[config.mk]
export PLATFORM = sky130hd
export DESIGN_NAME = axi_lite_master
export DESIGN_NICKNAME = d
export VERILOG_FILES = /design/src/rtl/axi_lite_pkg.sv /design/src/rtl/axi_lite_master.sv
export SDC_FILE = /design/constraint.sdc
export NUM_CORES = 1
export LEC_CHECK = 0
export CORE_ASPECT_RATIO = 0.6
export CORE_MARGIN = 2
export CORE_UTILIZATION = 45
export DETAILED_ROUTE_END_ITERATION = 12
export PLACE_DENSITY = 0.92
export SLEW_MARGIN = 20
export SYNTH_ARGS = -nofsm -noshare
export SYNTH_HDL_FRONTEND = slang
export SYNTH_SLANG_ARGS = --single-unit
[constraint.sdc]
create_clock -name m1_axi_aclk -period 5.5 [get_ports m1_axi_aclk]
set_input_delay 1.1 -clock m1_axi_aclk [delete_from_list [all_inputs] [get_ports m1_axi_aclk]]
set_output_delay 1.1 -clock m1_axi_aclk [all_outputs]
set_load 0.005 [all_outputs]
[src/rtl/axi_lite_pkg.sv]
// ----------------------------------------------------------------------------
// axi_lite_pkg
// Shared AXI4-Lite definitions for the initiator and the bus-side blocks.
//   state_t    : control states of the single-outstanding initiator
//   RESP_OKAY  : 1-bit response code for a successful access
//   RESP_ERR   : 1-bit response code for a failed access
// ----------------------------------------------------------------------------
package axi_lite_pkg;

   typedef enum logic [2:0] {
      IDLE    = 3'd0,
      WR      = 3'd1,
      WR_RESP = 3'd2,
      RD_ADDR = 3'd3,
      RD_DATA = 3'd4,
      RSP     = 3'd5
   } state_t;

   localparam logic RESP_OKAY = 1'b0;
   localparam logic RESP_ERR  = 1'b1;

endpackage

[src/rtl/axi_lite_master.sv]
// ----------------------------------------------------------------------------
// axi_lite_master
// Single-outstanding AXI4-Lite initiator. A command accepted on the cmd_*
// interface becomes one AXI-Lite write (AW + W, then B) or read (AR, then R).
// The captured result is presented on rsp_* until consumed. Every output is
// driven straight from a flop.
//
// Ports
//   m1_axi_aclk, m1_axi_aresetn : clock, asynchronous active-low reset
//   cmd_valid/cmd_ready         : command handshake
//   cmd_write, cmd_addr         : access type and byte address
//   cmd_wdata, cmd_wstrb        : write data and byte enables (writes only)
//   rsp_valid/rsp_ready         : response handshake
//   rsp_write, rsp_rdata        : echoed access type, read data (0 on writes)
//   rsp_err                     : captured bresp/rresp
//   m1_axi_aw*, m1_axi_w*       : write address / write data channels
//   m1_axi_b*                   : write response channel
//   m1_axi_ar*, m1_axi_r*       : read address / read data channels
// ----------------------------------------------------------------------------
module axi_lite_master
   import axi_lite_pkg::*;
#(
   parameter int DATA_WIDTH = 32,
   parameter int ADDR_WIDTH = 8
) (
   input  logic                    m1_axi_aclk,
   input  logic                    m1_axi_aresetn,

   input  logic                    cmd_valid,
   output logic                    cmd_ready,
   input  logic                    cmd_write,
   input  logic [ADDR_WIDTH-1:0]   cmd_addr,
   input  logic [DATA_WIDTH-1:0]   cmd_wdata,
   input  logic [DATA_WIDTH/8-1:0] cmd_wstrb,

   output logic                    rsp_valid,
   input  logic                    rsp_ready,
   output logic                    rsp_write,
   output logic [DATA_WIDTH-1:0]   rsp_rdata,
   output logic                    rsp_err,

   output logic [ADDR_WIDTH-1:0]   m1_axi_awaddr,
   output logic                    m1_axi_awvalid,
   input  logic                    m1_axi_awready,
   output logic [DATA_WIDTH-1:0]   m1_axi_wdata,
   output logic [DATA_WIDTH/8:0]   m1_axi_wstrb,
   output logic                    m1_axi_wvalid,
   input  logic                    m1_axi_wready,
   input  logic                    m1_axi_bresp,
   input  logic                    m1_axi_bvalid,
   output logic                    m1_axi_bready,
   output logic [ADDR_WIDTH-1:0]   m1_axi_araddr,
   output logic                    m1_axi_arvalid,
   input  logic                    m1_axi_arready,
   input  logic [DATA_WIDTH-1:0]   m1_axi_rdata,
   input  logic                    m1_axi_rresp,
   input  logic                    m1_axi_rvalid,
   output logic                    m1_axi_rready
);

   localparam int STRB_W = DATA_WIDTH / 8;

   state_t                  state, state_nxt;
   logic                    aw_done, aw_done_nxt;
   logic                    w_done, w_done_nxt;

   logic                    cmd_ready_nxt;
   logic                    rsp_valid_nxt;
   logic                    rsp_write_nxt;
   logic [DATA_WIDTH-1:0]   rsp_rdata_nxt;
   logic                    rsp_err_nxt;
   logic [ADDR_WIDTH-1:0]   awaddr_nxt;
   logic                    awvalid_nxt;
   logic [DATA_WIDTH-1:0]   wdata_nxt;
   logic [STRB_W:0]         wstrb_nxt;
   logic                    wvalid_nxt;
   logic                    bready_nxt;
   logic [ADDR_WIDTH-1:0]   araddr_nxt;
   logic                    arvalid_nxt;
   logic                    rready_nxt;

   logic                    aw_fire, w_fire;
   logic                    aw_complete, w_complete;

   assign aw_fire     = m1_axi_awvalid && m1_axi_awready;
   assign w_fire      = m1_axi_wvalid  && m1_axi_wready;
   // A channel counts as finished if it completed earlier or completes now.
   assign aw_complete = aw_done || aw_fire;
   assign w_complete  = w_done  || w_fire;

   // Next-state and next-output logic. Every output is a flop; this block
   // computes what each flop loads, holding its value by default.
   always_comb begin
      state_nxt     = state;
      aw_done_nxt   = aw_done;
      w_done_nxt    = w_done;
      cmd_ready_nxt = cmd_ready;
      rsp_valid_nxt = rsp_valid;
      rsp_write_nxt = rsp_write;
      rsp_rdata_nxt = rsp_rdata;
      rsp_err_nxt   = rsp_err;
      awaddr_nxt    = m1_axi_awaddr;
      awvalid_nxt   = m1_axi_awvalid;
      wdata_nxt     = m1_axi_wdata;
      wstrb_nxt     = m1_axi_wstrb;
      wvalid_nxt    = m1_axi_wvalid;
      bready_nxt    = m1_axi_bready;
      araddr_nxt    = m1_axi_araddr;
      arvalid_nxt   = m1_axi_arvalid;
      rready_nxt    = m1_axi_rready;

      case (state)
         IDLE: begin
            if (cmd_valid && cmd_ready) begin
               cmd_ready_nxt = 1'b0;
               if (cmd_write) begin
                  awaddr_nxt  = cmd_addr;
                  wdata_nxt   = cmd_wdata;
                  // Strobe port is one bit wider than the byte count; the
                  // extra MSB is never used and stays low.
                  wstrb_nxt   = {1'b0, cmd_wstrb};
                  awvalid_nxt = 1'b1;
                  wvalid_nxt  = 1'b1;
                  aw_done_nxt = 1'b0;
                  w_done_nxt  = 1'b0;
                  state_nxt   = WR;
               end else begin
                  araddr_nxt  = cmd_addr;
                  arvalid_nxt = 1'b1;
                  state_nxt   = RD_ADDR;
               end
            end
         end

         WR: begin
            // AW and W complete independently; each valid falls only after
            // its own handshake.
            if (aw_fire) begin
               awvalid_nxt = 1'b0;
               aw_done_nxt = 1'b1;
            end
            if (w_fire) begin
               wvalid_nxt = 1'b0;
               w_done_nxt = 1'b1;
            end
            if (aw_complete && w_complete) begin
               aw_done_nxt = 1'b0;
               w_done_nxt  = 1'b0;
               bready_nxt  = 1'b1;
               state_nxt   = WR_RESP;
            end
         end

         WR_RESP: begin
            if (m1_axi_bvalid && m1_axi_bready) begin
               bready_nxt    = 1'b0;
               rsp_valid_nxt = 1'b1;
               rsp_write_nxt = 1'b1;
               rsp_rdata_nxt = '0;
               rsp_err_nxt   = (m1_axi_bresp == RESP_ERR);
               state_nxt     = RSP;
            end
         end

         RD_ADDR: begin
            if (m1_axi_arvalid && m1_axi_arready) begin
               arvalid_nxt = 1'b0;
               rready_nxt  = 1'b1;
               state_nxt   = RD_DATA;
            end
         end

         RD_DATA: begin
            if (m1_axi_rvalid && m1_axi_rready) begin
               rready_nxt    = 1'b0;
               rsp_valid_nxt = 1'b1;
               rsp_write_nxt = 1'b0;
               rsp_rdata_nxt = m1_axi_rdata;
               rsp_err_nxt   = (m1_axi_rresp == RESP_ERR);
               state_nxt     = RSP;
            end
         end

         RSP: begin
            if (rsp_ready) begin
               rsp_valid_nxt = 1'b0;
               cmd_ready_nxt = 1'b1;
               state_nxt     = IDLE;
            end
         end

         default: begin
            // Unreachable encodings recover to an idle, quiet bus.
            awvalid_nxt   = 1'b0;
            wvalid_nxt    = 1'b0;
            bready_nxt    = 1'b0;
            arvalid_nxt   = 1'b0;
            rready_nxt    = 1'b0;
            rsp_valid_nxt = 1'b0;
            cmd_ready_nxt = 1'b1;
            state_nxt     = IDLE;
         end
      endcase
   end

   // State and output registers. Reset clears everything (including data)
   // so a transaction in flight is dropped without producing a response.
   always_ff @(posedge m1_axi_aclk or negedge m1_axi_aresetn) begin
      if (!m1_axi_aresetn) begin
         state          <= IDLE;
         aw_done        <= 1'b0;
         w_done         <= 1'b0;
         cmd_ready      <= 1'b1;
         rsp_valid      <= 1'b0;
         rsp_write      <= 1'b0;
         rsp_rdata      <= '0;
         rsp_err        <= RESP_OKAY;
         m1_axi_awaddr  <= '0;
         m1_axi_awvalid <= 1'b0;
         m1_axi_wdata   <= '0;
         m1_axi_wstrb   <= '0;
         m1_axi_wvalid  <= 1'b0;
         m1_axi_bready  <= 1'b0;
         m1_axi_araddr  <= '0;
         m1_axi_arvalid <= 1'b0;
         m1_axi_rready  <= 1'b0;
      end else begin
         state          <= state_nxt;
         aw_done        <= aw_done_nxt;
         w_done         <= w_done_nxt;
         cmd_ready      <= cmd_ready_nxt;
         rsp_valid      <= rsp_valid_nxt;
         rsp_write      <= rsp_write_nxt;
         rsp_rdata      <= rsp_rdata_nxt;
         rsp_err        <= rsp_err_nxt;
         m1_axi_awaddr  <= awaddr_nxt;
         m1_axi_awvalid <= awvalid_nxt;
         m1_axi_wdata   <= wdata_nxt;
         m1_axi_wstrb   <= wstrb_nxt;
         m1_axi_wvalid  <= wvalid_nxt;
         m1_axi_bready  <= bready_nxt;
         m1_axi_araddr  <= araddr_nxt;
         m1_axi_arvalid <= arvalid_nxt;
         m1_axi_rready  <= rready_nxt;
      end
   end

endmodule

==> metrics.md, run 1 <==
| Metric | Value |
|---|---|
| Most frequent cell after synthesis | dfrtp_1 |
| Vias in the first global route | 3217 |
| Hold Buf Count CTS | 0 |
| Max Freq | 0.304 GHz |
| Multi-input gate area | 1420 um^2 |
| CTS H-tree depth | 3 |
| Worst-path clk slew | 70 ps |
| Final Instance Count excl. Fillers | 570 |
| Dpl cells | 554 |
| Final min period | 3290 ps |
| Synth cell count leaders | 97 x dfrtp_1, 32 x a22o_1, 28 x mux2_4 |
| HP Class | reg2reg |
| Setup Buffers After CTS | 0 |
| Slowest cell on crit path | and2_2 |
| Routed Antenna Nets | 0 |
| Die Area | 9800 um^2 |
| CTS Buf Count | 9 |
| Unrepaired setup endpoints after global routing | no |
| First-pass GRT wire length | 17000 um |
| Async S/R FF share, synth | 100% |
| CTS resizes | 0 |
| Crit Path Class | in2reg |
| Root Driver | clkbuf_16 |
| Worst EP required | 5720 ps |
| Total grt overflow | 0 |
| I/O pin total | 182 |
| Fillers | 562 |
| Syn avg cell area | 14.7 um^2 |
| Setup Skew | 7.59 ps |
| Routability Congestion | 0.850 |
| CP Max Fanout | 23 |
| Synth Warn # | 0 |
| Core area | 8620 um^2 |
| Die H | 77.5 um |
| Max-slew violations | 0 |
| FF-to-FF setup slack | 2840 ps |
| CTS tree | yes |
| EDFF count, synth | 0 |
| Post-Syn Area | 4050 um^2 |
| Sequential share of the synthesized area | 60.6% |
| Share of the synthesized area in the top cell type | 59.9% |
| NumNets Final | 541 |
| Largest net degree at the start of global routing | 52 |
| Starting density of the core | 47.0% |
| Worst-case clock buffer depth | 2 |
| DRC violations left | 0 |
| Post-Synthesis Cells | 276 |
| Worst rel slew slack | 53.9% |
| LEAKAGE | 2.70 nW |
| Arrival time worst endpoint | 3510 ps |
| Fin crit share | 59.8% |
| Fin Setup TNS | 0 ps |
| All-layer global routing usage | 21.9% |
| Top_reg_cell synth | dfrtp_1 |
| MaxCap Viol Count | 0 |
| Post-DP Area | 5860 um^2 |
| Setup ws final | 2210 ps |
| Max VDD drop | 0.000288 V |
| DR WL/cell | 18.1 um |
| Area occupied by registers | 2450 um^2 |
| Worst setup SP type | input port |
| Synth area leaders | dfrtp_1 60%, mux2_4 10%, a22o_1 6.9% |
| Post-place setup slack | 1890 ps |
| Initial antenna violation count | 0 |
| Final WL | 10300 um |
| Crit-path max cell delay | 600 ps |
| Rows | 26 |
| Fin util | 71.6% |
| Synth area leader | dfrtp_1 |
| Worst-path cell chain | clkdlybuf4s50_1 -> nand2_1 -> nor3b_1 -> and2_2 -> buf_4 -> mux2_2 |
| Clock sinks | 98 |
| Port Buffers | 180 |
| Crit. End Element | register |
| Worst skew pair latency | 330 ps |
| Fin area | 6170 um^2 |
| Die Wd | 126 um |
| Routed via count | 3012 |
| Share of layout cells above drive strength 1 | 17.0% |
| Total iterations of the first detailed-routing run | 4 |
| Outcome | finished clean |
| P&R area growth vs syn | 52.4% |
| Count of state elements after synthesis | 98 |
| DP HPWL | 7580 um |
| Final Hold Fails | 0 |
| Vias per inst | 5.28 |
| PD cells | 547 nW/um^2 |
| Synth cell types | 42 |
| Tightest Pin Transition | 692 ps |
| Synth Net Count | 364 |
| Diode count | 0 |
| Initial DRC count | 184 |
| Final setup fails | 0 |
[report_power, final]
group          switching (mW)  internal, mW  total (mW)
logic                   0.422         0.974        1.40
registers               0.263          1.06        1.33
clock network           0.292         0.366       0.658
[worst max-delay path: cells and delay by family]
kind,cells,cell delay (ps)
mux,1,390
simple gates,3,1010
buf+inv,2,980
[state kept, by name (all words and copies together), names as in the netlist, 3 cells and up]
signal	count
rsp_rdata	32
m1_axi_araddr	8
m1_axi_wdata	32
state	3
m1_axi_awaddr	8
m1_axi_wstrb	4
[path summary, 6_finish.rpt]
| check | from | endpoint | cells past startpoint |
|---|---|---|---|
| setup / recovery | cmd_valid | m1_axi_wdata[17] | 6 |
| hold / removal | rsp_err | rsp_err | 2 |
| setup reg to reg | state[2] | m1_axi_wdata[17] | 4 |
| hold reg to reg | rsp_err | rsp_err | 2 |
| max in group asynchronous | m1_axi_aresetn | rsp_valid | 2 |
| min in group asynchronous | m1_axi_aresetn | m1_axi_araddr[2] | 1 |
[cell type report]
cell class	instances	area share (%)
clock buffer	9	3.65
clock inverter	7	1.50
inverter	5	0.304
multi-input combinational	155	22.9
sequential	98	39.7
tap	112	2.27
timing repair buffer	184	29.6
[metal layers]
| layer | wire (um) | vias up | part of all wire, % | global-route usage, % |
|---|---|---|---|---|
| met2 | 4760 | 151 | 46 | 34.2 |
| met5 | 0 | - | 0 | 0 |
| met3 | 1120 | 8 | 11 | 10.0 |
| li1 | - | 1356 | - | - |
| met1 | 4370 | 1497 | 42 | 28.7 |
| met4 | 64 | 0 | 0.62 | 3.52 |
[logic make-up after synthesis]
logic type | Yosys count | synth area share [%]
flops | 98 | 60.6
compound gates | 66 | 12.4
mux | 55 | 17.8
simple gates | 33 | 4.51
buf+inv | 23 | 4.60
other cells | 1 | 0.0926
[metrics by stage]
stage	hold slack [ps]	power, mW
3_3_place_gp	472	2.68
4_1_cts	498	3.41
3_5_place_dp	479	2.74
2_1_floorplan	465	1.88
6_report	493	3.38
5_1_grt	529	3.59
[placed cells by master (no fill, tap or decap), drive strengths merged, types with 4 or more instances in the layout]
master	synthesis	routed
a21oi	11	11
a22o	32	32
buf	13	5
clkbuf	5	9
clkdlybuf4s50	0	179
dfrtp	97	97
inv	5	9
mux2	53	53
nand2	14	14
nor2	4	4
nor2b	4	4
o21ai	6	6
Note: power is estimated with default switching activity, not from simulation.
==> run 2: changes to the inputs <==
Settings changed: CORE_UTILIZATION 45 to 38, PLACE_DENSITY 0.92 to 0.83.
Clock period 5.5 ns to 2.8 ns, I/O delays scaled along.
==> metrics.md, run 2 (synthesis results as in run 1) <==
| Metric | Value |
|---|---|
| Register share of total power | 40.0% |
| Setup Buffers After CTS | 0 |
| Setup Skew | 8.54 ps |
| DR WL/cell | 17.1 um |
| Largest net degree at the start of global routing | 52 |
| Largest regs | m1_axi_wdata: 32 flops, rsp_rdata: 32 flops |
| Diode count | 0 |
| Vias per inst | 4.97 |
| DRC violations left | 0 |
| Worst EP required | 3010 ps |
| Arrival time worst endpoint | 2340 ps |
| Sw Share | 28.6% |
| CP Max Fanout | 27 |
| Max Freq | 0.471 GHz |
| Worst setup SP type | input port |
| Max VDD drop | 0.000526 V |
| Crit Path Class | in2reg |
| Max-slew violations | 0 |
| P_sw | 1.86 mW |
| Final Hold Fails | 0 |
| Clock sinks | 98 |
| Die Wd | 137 um |
| NumNets Final | 542 |
| CTS resizes | 0 |
| P&R area growth vs syn | 53.7% |
| Logic pwr share | 42.4% |
| Die H | 84.0 um |
| Routed via count | 2971 |
| CTS Buf Count | 9 |
| Fin crit share | 75.9% |
| Post-DP Area | 5950 um^2 |
| Starting density of the core | 38.6% |
| Worst-path clk slew | 70 ps |
| Fin Setup TNS | 0 ps |
| Routability Congestion | 0.868 |
| Worst skew pair latency | 330 ps |
| HP Class | in2async |
| Fin area | 6230 um^2 |
| Routed Antenna Nets | 0 |
| First-pass GRT wire length | 16300 um |
| Initial antenna violation count | 0 |
| Initial DRC count | 89 |
| Crit. End Element | register |
| Outcome | finished clean |
| Unrepaired setup endpoints after global routing | no |
| CTS tree | yes |
| Tightest Pin Transition | 690 ps |
| Crit Reg-Reg Endpoint | m1_axi_araddr[3] |
| Final Hold Slack | 246 ps |
| Commonest non-fill, non-tap cell in the layout | clkdlybuf4s50_1 |
| P_int | 4.65 mW |
| Setup ws final | 675 ps |
| Fin util | 59.4% |
| Dpl cells | 582 |
| Share of layout cells above drive strength 1 | 17.0% |
| Reg2Reg Depth | 3 |
| Port Buffers | 180 |
| Vias in the first global route | 3201 |
| MaxCap Viol Count | 0 |
| I/O pin total | 182 |
| LEAKAGE | 2.69 nW |
| DP HPWL | 7430 um |
| CTS H-tree depth | 3 |
| Total iterations of the first detailed-routing run | 4 |
| Core area | 10500 um^2 |
| PD cells | 1040 nW/um^2 |
| Post-place setup slack | 350 ps |
| Hold Buf Count CTS | 0 |
| Power Total | 6.50 mW |
| Worst-case clock buffer depth | 2 |
| Most frequent cells in the layout | 179 x clkdlybuf4s50_1, 97 x dfrtp_1, 32 x a22o_1, 28 x mux2_4, 24 x mux2_2 |
| Final min period | 2120 ps |
| RR Startpoint | state[0] |
| Final WL | 10200 um |
| Root Driver | clkbuf_16 |
| Final Instance Count excl. Fillers | 598 |
| Total grt overflow | 0 |
| Final setup fails | 0 |
| Die Area | 11500 um^2 |
| Worst rel slew slack | 54.0% |
| All-layer global routing usage | 18.3% |
| Rows | 29 |
| FF-to-FF setup slack | 700 ps |
| Clock share of power | 17.6% |
-- run 2: metal layers --
layer / vias to the layer above / track usage [%] / part of all wire, %
met5: - / 0 / 0
met4: 0 / 4.97 / 1.2
met3: 12 / 7.47 / 10
met2: 146 / 28.8 / 45
met1: 1452 / 23.2 / 44
li1: 1361 / - / -
-- run 2: worst max-delay path by stage --
stage / from / end / slack, ps
floorplan: cmd_ready / m1_axi_awaddr[0] / 1020
global placement: cmd_valid / m1_axi_wdata[11] / 410
detailed placement: cmd_valid / m1_axi_wdata[13] / 350
CTS: cmd_valid / m1_axi_wdata[15] / 700
global route: cmd_valid / m1_axi_wdata[13] / 550
finish: cmd_valid / m1_axi_wdata[13] / 680
-- run 2: worst max-delay path, stage by stage --
cell             delay, ps
clkdlybuf4s50_1        500
nand2_1                 80
nor3b_1                330
and2_2                 280
buf_12                 210
mux2_2                 370
-- run 2: layout make-up --
cell class / instances / area, um^2
clock buffers: 11 / 243
clock inverters: 5 / 37.5
fillers: 822 / 4260
inverters: 5 / 18.8
multi-input cells: 155 / 1420
flip-flops and latches: 98 / 2450
well taps: 139 / 174
repair buffers: 185 / 1890
-- run 2: power by group through the flow --
stage | Sequential, mW | Clock (mW) | Combinational [mW]
after global placement | 2.59 | 0 | 2.70
after floorplan | 2.52 | 0 | 1.17
after CTS | 2.60 | 1.19 | 2.79
after detailed placement | 2.60 | 0 | 2.79
final | 2.60 | 1.15 | 2.76
after global routing | 2.70 | 1.26 | 2.98
==> run 3: changes to the inputs <==
Settings changed: CORE_UTILIZATION 38 to 42, PLACE_DENSITY 0.83 to 0.87.
Clock period 2.8 ns to 2.1 ns, I/O delays scaled along.
==> metrics.md, run 3 (synthesis results as in run 1) <==
| Metric | Value |
|---|---|
| Post-place setup slack | -154 ps |
| P&R area growth vs syn | 56.4% |
| Die Area | 10500 um^2 |
| Crit Reg-Reg Endpoint | m1_axi_wdata[0] |
| Unrepaired setup endpoints after global routing | no |
| Share of layout cells above drive strength 1 | 18.9% |
| Final min period | 1930 ps |
| Post-DP Area | 6020 um^2 |
| Crit-path max cell delay | 580 ps |
| Starting density of the core | 43.8% |
| Most frequent cells in the layout | 179 x clkdlybuf4s50_1, 97 x dfrtp_1, 32 x a22o_1, 28 x mux2_4, 24 x mux2_2 |
| Initial antenna violation count | 0 |
| Dpl cells | 583 |
| Die Wd | 131 um |
| Worst setup SP type | register |
| Root Driver | clkbuf_16 |
| Clock sinks | 98 |
| Outcome | finished clean |
| CP bufs+invs | 2 |
| HP Class | in2async |
| DR WL/cell | 16.7 um |
| CTS H-tree depth | 3 |
| CP Max Fanout | 24 |
| Commonest non-fill, non-tap cell in the layout | clkdlybuf4s50_1 |
| Initial DRC count | 121 |
| Vias per inst | 5.01 |
| Crit. End Element | register |
| CTS Buf Count | 9 |
| Max Freq | 0.517 GHz |
| LEAKAGE | 2.77 nW |
| Total iterations of the first detailed-routing run | 4 |
| Fillers | 672 |
| Crit Path Class | reg2reg |
| Final Instance Count excl. Fillers | 600 |
| Worst skew pair latency | 330 ps |
| I/O pin total | 182 |
| Die H | 80.1 um |
| All-layer global routing usage | 19.5% |
| Final Hold Fails | 0 |
| Vias in the first global route | 3042 |
| Routability Congestion | 0.886 |
| Worst-path clk slew | 70 ps |
| Total grt overflow | 0 |
| Fin crit share | 92.1% |
| Rows | 27 |
| RR Startpoint | cmd_ready |
| Setup Skew | 7.54 ps |
| Largest regs | m1_axi_wdata: 32 flops, rsp_rdata: 32 flops |
| Largest net degree at the start of global routing | 53 |
| Diode count | 0 |
| Core area | 9260 um^2 |
| Setup Buffers After CTS | 0 |
| NumNets Final | 553 |
| Setup ws final | 166 ps |
| FF-to-FF setup slack | 170 ps |
| Slowest cell on crit path | dfstp_2 |
| First-pass GRT wire length | 15400 um |
| Delay-heaviest family, CP | flip-flops |
| DP HPWL | 7500 um |
| Worst-case clock buffer depth | 2 |
| Max-slew violations | 0 |
| Port Buffers | 180 |
| Arrival time worst endpoint | 2150 ps |
| MaxCap Viol Count | 0 |
| DRC violations left | 0 |
| Worst-path cell chain | nand2_1 -> nor3b_1 -> buf_4 -> and2_2 -> buf_12 -> mux2_2 |
| Reg2Reg Depth | 6 |
| Worst EP required | 2310 ps |
| Final setup fails | 0 |
| PD cells | 1390 nW/um^2 |
| CTS tree | yes |
| Fin area | 6330 um^2 |
| Max VDD drop | 0.000689 V |
| Routed via count | 3004 |
| Final WL | 10000 um |
| Routed Antenna Nets | 0 |
[run 3: cell types whose count changed in the layout (fill, tap and decap cells not counted), sizes merged]
cell	before	now
buf	6	16
clkbuf	11	12
clkinvlp	2	1
dlygate4sd3	0	1
[run 3: how the worst max path moves through the flow]
stage	start	to	slack, ps	depth (start not counted)
CTS	cmd_ready	m1_axi_wstrb[3]	160	6
detailed placement	cmd_valid	m1_axi_wstrb[3]	-150	7
global placement	cmd_valid	m1_axi_wdata[11]	-110	7
finish	cmd_ready	m1_axi_wdata[0]	170	6
floorplan	cmd_ready	m1_axi_awaddr[0]	320	6
global route	cmd_ready	m1_axi_wdata[20]	40	6
[run 3: area by class of cell]
class / instances / area (um^2) / share of cell area (%)
clock buffer: 12 / 267 / 4.21
multi-input combinational: 155 / 1420 / 22.3
tap: 130 / 163 / 2.57
timing repair buffer: 196 / 1980 / 31.3
clock inverter: 4 / 33.8 / 0.533
inverter: 5 / 18.8 / 0.296
sequential: 98 / 2450 / 38.7
[run 3: stage by stage]
step / util, % / hold WS (ps) / power [mW] / setup TNS [ps]
after floorplan: - / 124 / 4.93 / 0
after global placement: 65.1 / 294 / 7.14 / -3530
after detailed placement: 65.1 / 298 / 7.27 / -5080
after CTS: 68.4 / 472 / 8.92 / 0
after global routing: 68.4 / 484 / 9.39 / 0
final: 68.4 / 482 / 8.83 / 0
[run 3: repair_timing]
action	in CTS	in global routing
hold buffers	1	0
hold endpoints to repair	13	0
resized for setup	0	0
[run 3: metal layers]
metal / vias up / wire, um / track usage (%)
met1: 1473 / 4350 / 25.3
met2: 140 / 4570 / 30.8
met3: 9 / 996 / 7.79
li1: 1382 / - / -
met4: 0 / 87 / 4.57
met5: - / 0 / 0
[run 3: power by group]
| part | total [mW] | switching [mW] | internal, mW |
|---|---|---|---|
| registers | 3.36 | 0.567 | 2.79 |
| clock network | 1.60 | 0.688 | 0.909 |
| logic | 3.87 | 1.22 | 2.66 |
[run 3: worst reg2reg max path: cells and delay by family (launching register included)]
kind | cells | cell delay (ps)
flip-flops | 1 | 580
AND/OR/NAND/NOR | 3 | 500
buffers and inverters | 2 | 370
multiplexers | 1 | 360
